==> src/rtl/mfp_timer_gen.sv <==
// MFP68901-style timer channel: prescaled delay, event and pulse-width counting,
// with one-shot mode, selectable trigger polarity and trigger-edge capture.
module mfp_timer_gen #(
    parameter int WIDTH       = 8,
    parameter bit TRIG_RISING = 1'b1,
    parameter int PRE_MAX     = 199
) (
    input  logic             XCLK_I,
    input  logic             RST,
    input  logic             TCE,
    input  logic             DAT_WE,
    input  logic [WIDTH-1:0] DAT_I,
    input  logic             RD_LATCH,
    output logic [WIDTH-1:0] DAT_O,
    output logic [WIDTH-1:0] CAP_O,
    input  logic             CTRL_WE,
    input  logic [5:0]       CTRL_I,
    output logic [4:0]       CTRL_O,
    input  logic             T_I,
    output logic             PULSE_MODE,
    output logic             EVENT_MODE,
    output logic             T_O,
    output logic             T_O_PULSE,
    output logic             RUNNING
);

    localparam logic       ACT     = TRIG_RISING;
    localparam logic [7:0] PRE_LIM = 8'(PRE_MAX);

    // Terminal prescaler count for each divisor selection (divisor - 1).
    function automatic logic [7:0] pre_last(input logic [2:0] sel);
        case (sel)
            3'd1:    pre_last = 8'd3;
            3'd2:    pre_last = 8'd9;
            3'd3:    pre_last = 8'd15;
            3'd4:    pre_last = 8'd49;
            3'd5:    pre_last = 8'd63;
            3'd6:    pre_last = 8'd99;
            3'd7:    pre_last = 8'd199;
            default: pre_last = 8'd0;
        endcase
    endfunction

    logic [4:0]       r_ctrl;
    logic [WIDTH-1:0] r_data;
    logic [WIDTH-1:0] r_cnt;
    logic [WIDTH-1:0] r_dat_o;
    logic [WIDTH-1:0] r_cap;
    logic [7:0]       r_pre;
    logic [1:0]       r_sync;
    logic [3:0]       r_sh;
    logic             r_qual;
    logic             r_to;
    logic             r_pulse;
    logic             r_rd_d;

    logic [2:0] w_sel;
    logic       w_running;
    logic       w_tick;
    logic       w_edge;
    logic       w_level;
    logic       w_qual;
    logic       w_timeout;

    assign w_sel     = r_ctrl[2:0];
    assign w_running = (r_ctrl[3:0] != 4'd0);
    assign w_tick    = TCE && (w_sel != 3'd0) &&
                       ((r_pre == pre_last(w_sel)) || (r_pre >= PRE_LIM));
    assign w_edge    = TCE && (r_sh[3] != ACT) && (r_sh[2] == ACT);
    assign w_level   = (r_sh[2] == ACT);
    assign w_timeout = r_qual && (r_cnt == WIDTH'(1));

    always_comb begin
        w_qual = 1'b0;
        if (!r_ctrl[3] && (w_sel != 3'd0))
            w_qual = w_tick;
        else if (r_ctrl[3:0] == 4'b1000)
            w_qual = w_edge;
        else if (r_ctrl[3])
            w_qual = w_tick && w_level;
    end

    // Trigger synchroniser runs every cycle; the shift stage only on TCE.
    always_ff @(posedge XCLK_I) begin
        if (RST) begin
            r_sync <= {2{~ACT}};
            r_sh   <= {4{~ACT}};
        end else begin
            r_sync <= {r_sync[0], T_I};
            if (TCE)
                r_sh <= {r_sh[2:0], r_sync[1]};
        end
    end

    always_ff @(posedge XCLK_I) begin
        if (RST) begin
            r_pre  <= 8'd0;
            r_qual <= 1'b0;
        end else begin
            r_qual <= w_qual;
            if (w_sel == 3'd0)
                r_pre <= 8'd0;
            else if (TCE)
                r_pre <= w_tick ? 8'd0 : r_pre + 8'd1;
        end
    end

    // Writes while stopped preload the counter; a timeout reload prefers fresh DAT_I.
    always_ff @(posedge XCLK_I) begin
        if (RST) begin
            r_data <= '0;
            r_cnt  <= '0;
        end else begin
            if (DAT_WE)
                r_data <= DAT_I;
            if (DAT_WE && !w_running)
                r_cnt <= DAT_I;
            else if (w_timeout)
                r_cnt <= DAT_WE ? DAT_I : r_data;
            else if (r_qual)
                r_cnt <= r_cnt - WIDTH'(1);
        end
    end

    always_ff @(posedge XCLK_I) begin
        if (RST) begin
            r_ctrl  <= 5'd0;
            r_to    <= 1'b0;
            r_pulse <= 1'b0;
        end else begin
            r_pulse <= w_timeout;
            if (CTRL_WE)
                r_ctrl <= CTRL_I[4:0];
            else if (w_timeout && r_ctrl[4])
                r_ctrl[3:0] <= 4'd0;
            if (CTRL_WE && CTRL_I[5])
                r_to <= 1'b0;
            else if (w_timeout)
                r_to <= ~r_to;
        end
    end

    always_ff @(posedge XCLK_I) begin
        if (RST) begin
            r_cap   <= '0;
            r_dat_o <= '0;
            r_rd_d  <= 1'b0;
        end else begin
            r_rd_d <= RD_LATCH;
            if (w_edge)
                r_cap <= r_cnt;
            if (RD_LATCH && !r_rd_d)
                r_dat_o <= r_cnt;
        end
    end

    assign DAT_O      = r_dat_o;
    assign CAP_O      = r_cap;
    assign CTRL_O     = r_ctrl;
    assign T_O        = r_to;
    assign T_O_PULSE  = r_pulse;
    assign RUNNING    = w_running;
    assign PULSE_MODE = r_ctrl[3] && (w_sel != 3'd0);
    assign EVENT_MODE = (r_ctrl[3:0] == 4'b1000);

endmodule

==> config.mk <==
export PLATFORM = sky130hd
export DESIGN_NAME = mfp_timer_gen
export DESIGN_NICKNAME = d
export VERILOG_FILES = /design/src/rtl/mfp_timer_gen.sv
export SDC_FILE = /design/constraint.sdc
export NUM_CORES = 1
export LEC_CHECK = 0
export ABC_AREA = 1
export CELL_PAD_IN_SITES_DETAIL_PLACEMENT = 0
export CELL_PAD_IN_SITES_GLOBAL_PLACEMENT = 2
export CORE_MARGIN = 2
export CORE_UTILIZATION = 29
export CTS_BUF_LIST = sky130_fd_sc_hd__clkbuf_8
export CTS_CLUSTER_DIAMETER = 100
export CTS_CLUSTER_SIZE = 8
export DETAILED_ROUTE_END_ITERATION = 12
export GPL_TIMING_DRIVEN = 1
export PLACE_DENSITY_LB_ADDON = 0.1
export SLEW_MARGIN = 20
export SYNTH_ARGS = -nofsm -noshare
export SYNTH_HDL_FRONTEND = slang
export SYNTH_SLANG_ARGS = --single-unit
==> constraint.sdc <==
create_clock -name XCLK_I -period 2.9 [get_ports XCLK_I]
set_input_delay 0.725 -clock XCLK_I [delete_from_list [all_inputs] [get_ports XCLK_I]]
set_output_delay 0.725 -clock XCLK_I [all_outputs]
set_load 0.05 [all_outputs]
==> flow_summary.json <==
{
  "outcome": "finished clean",
  "ctsLongestPathBuffers": 2,
  "endpoint_kind": "primary output",
  "drc": 0,
  "drt-initial-drc-count": 69,
  "timing.final.ws_setup_ps": 159,
  "die_w_um": 98.1,
  "synth_area_mm2": 0.00257,
  "fmax_mhz": 365,
  "numCtsBuffers": 5,
  "cap_viol_max_count": 0,
  "numPortBuffers": 46,
  "synthFlopType": "dfxtp_1",
  "worstMarginPinSlew_ps": 541,
  "path_max_fanout": 9,
  "hpwl_mm": 4.91,
  "synth_common_cells": "nand2_1 (68), dfxtp_1 (55), nor2_1 (51), inv_1 (39), nand3_1 (23)",
  "async_flop_share": 0,
  "stdcell_count": 506,
  "syn_nets": 375,
  "power.leakage_nw": 1.28,
  "synth_edf_count": 0,
  "via_per_inst": 4.56,
  "routed_wl_mm": 6.56,
  "tns_ps": 0,
  "overflow": 0,
  "rows": 34,
  "worst_setup_path_start_kind": "flip-flop",
  "ys_warn_count": 0,
  "drv_slew": 0,
  "grt_max_degree": 20,
  "area.sequential_mm2": 0.00110,
  "nFillCells": 955,
  "min_period_ps": 2740,
  "holdWs_ps": 414,
  "skew_ps": 6.18,
  "post_cts_buffers": 0,
  "drt-pass1-iter-count": 5,
  "synth_cell_type_count": 30,
  "drive_above_1_share": 0.0930,
  "initial_utilization": 0.297,
  "final_area_mm2": 0.00325,
  "gp_congestion": 0.750,
  "crit_arrival_ps": 2020,
  "grt_pass1_wl_mm": 11.2,
  "ant_nets": 0,
  "fin_crit_sh": 0.945,
  "clkLatencyLatePin_ps": 310,
  "synth.most_common_cell": "nand2_1",
  "root_buffer": "clkbuf_8",
  "final_nets": 421,
  "critPathKind": "flip-flop to primary output",
  "p_per_area_mw_per_mm2": 515,
  "syn_avg_cell_area_um2": 7.32,
  "multi_input_area_mm2": 0.00124,
  "gr-usage-all-layers": 0.144,
  "via_count": 2308,
  "place_area_mm2": 0.00314,
  "ys_ff_latch": 55,
  "ys_seq_area_frac": 0.429,
  "io_pins": 47,
  "die_h_um": 98.1,
  "required_ps": 2170,
  "synthCells": 351,
  "ctsResizeCount": 0,
  "antenna_found_initial": 0,
  "first_global_vias": 2181,
  "area_growth_pct": 26.6,
  "hold_viol": 0,
  "setup_violations": 0,
  "ctsHoldBuffers": 0,
  "core_mm2": 0.00864,
  "synth_top_cell_by_area": "dfxtp_1",
  "cts.sinks": 55,
  "cts.clk_slew.worst_paths_ps": 110,
  "fp.dieArea_mm2": 0.00963,
  "rsz0062_at_grt": "no",
  "dp_cells": 498,
  "yosys-top-cells-area": "dfxtp_1 (43%), nand2_1 (9.9%), nor2_1 (7.5%)",
  "slew_headroom": 0.638,
  "ir_worst_vdd_mv": 0.192,
  "htree_levels": 2,
  "num_antenna_cells": 0,
  "wl_per_cell_um": 13.0,
  "synth_top_area_share": 0.429,
  "min_path_type": "flip-flop to flip-flop",
  "cts_tree": "done",
  "post-place-ws_ps": 493
}
==> path summary, 6_finish.rpt <==
| check | from | end | slack [ps] | depth (start not counted) |
|---|---|---|---|---|
| setup / recovery | CTRL_O[2]$_SDFFE_PP0P_ | PULSE_MODE | 160 | 5 |
| hold / removal | r_sync[0]$_SDFF_PP0_ | r_sync[1]$_SDFF_PP0_ | 410 | 2 |
| setup reg to reg | r_cnt[1]$_SDFFE_PP0P_ | CTRL_O[3]$_SDFFE_PP0P_ | 1010 | 8 |
| hold reg to reg | r_sync[0]$_SDFF_PP0_ | r_sync[1]$_SDFF_PP0_ | 410 | 2 |
==> per-layer routing <==
layer / global-route usage / share of wire / vias to the layer above
li1: - / - / 1232
met1: 0.209 / 0.53 / 1031
met2: 0.217 / 0.41 / 41
met3: 0.0329 / 0.045 / 4
met4: 0.0353 / 0.0081 / 0
met5: 0 / 0 / -
==> worst max-delay path, stage by stage (launching register included) <==
cell	delay (ps)
dfxtp_1	530
inv_2	100
nand2_2	110
inv_2	70
nor2_1	80
clkdlybuf4s50_1	810
==> state kept, by name, summed over array words and instances, names as in the netlist <==
| signal | cells |
|---|---|
| CAP_O | 8 |
| r_qual | 1 |
| T_O | 1 |
| r_cnt | 8 |
| r_pre | 8 |
| r_data | 8 |
| r_rd_d | 1 |
| r_sync | 2 |
| CTRL_O | 5 |
| DAT_O | 8 |
| T_O_PULSE | 1 |
| r_sh | 4 |
==> through the flow <==
stage,utilization,power (mW)
after floorplan,-,1.05
after global placement,0.363,1.17
after detailed placement,0.363,1.17
after CTS,0.377,1.71
after global routing,0.377,1.78
final,0.377,1.68
==> placed cells by master (no fill, tap or decap), types with 3 or more instances in the layout <==
| cell type | count |
|---|---|
| ha_1 | 3 |
| nand2_1 | 68 |
| clkdlybuf4s50_1 | 45 |
| nor2_1 | 51 |
| dfxtp_1 | 55 |
| a31oi_1 | 3 |
| nand3_1 | 23 |
| clkbuf_8 | 5 |
| o211ai_1 | 4 |
| o22ai_1 | 6 |
| a21oi_1 | 15 |
| inv_1 | 39 |
| o21ai_0 | 12 |
| or2_2 | 4 |
| a211oi_1 | 17 |
| nand3b_1 | 3 |
| nand4_1 | 3 |
| inv_2 | 5 |
| nand2_2 | 7 |
| buf_4 | 5 |
| xor2_1 | 9 |
==> area by class of cell <==
| type | instances | area share |
|---|---|---|
| clock buffer | 5 | 0.0212 |
| clock inverter | 3 | 0.0146 |
| inverter | 45 | 0.0527 |
| multi-input combinational | 239 | 0.380 |
| sequential | 55 | 0.338 |
| tap | 108 | 0.0415 |
| timing repair buffer | 51 | 0.152 |
==> cells by family (layout without fill, tap and decap cells) <==
family,count (synthesis),in the layout,share of synthesized area
AO/OA/AOI/OAI,58,58,0.139
XOR/XNOR,9,9,0.0307
adder cells (fa/ha/maj),3,3,0.0146
buffers and inverters,57,104,0.0901
flip-flops,55,55,0.429
multiplexers,2,2,0.00779
AND/OR/NAND/NOR,167,167,0.289
==> power by group <==
group | switching (mW) | internal, mW
Clock | 0.270 | 0.262
Sequential | 0.0233 | 0.791
Combinational | 0.210 | 0.120
Total | 0.503 | 1.17
(Power assumes the default switching activity.)
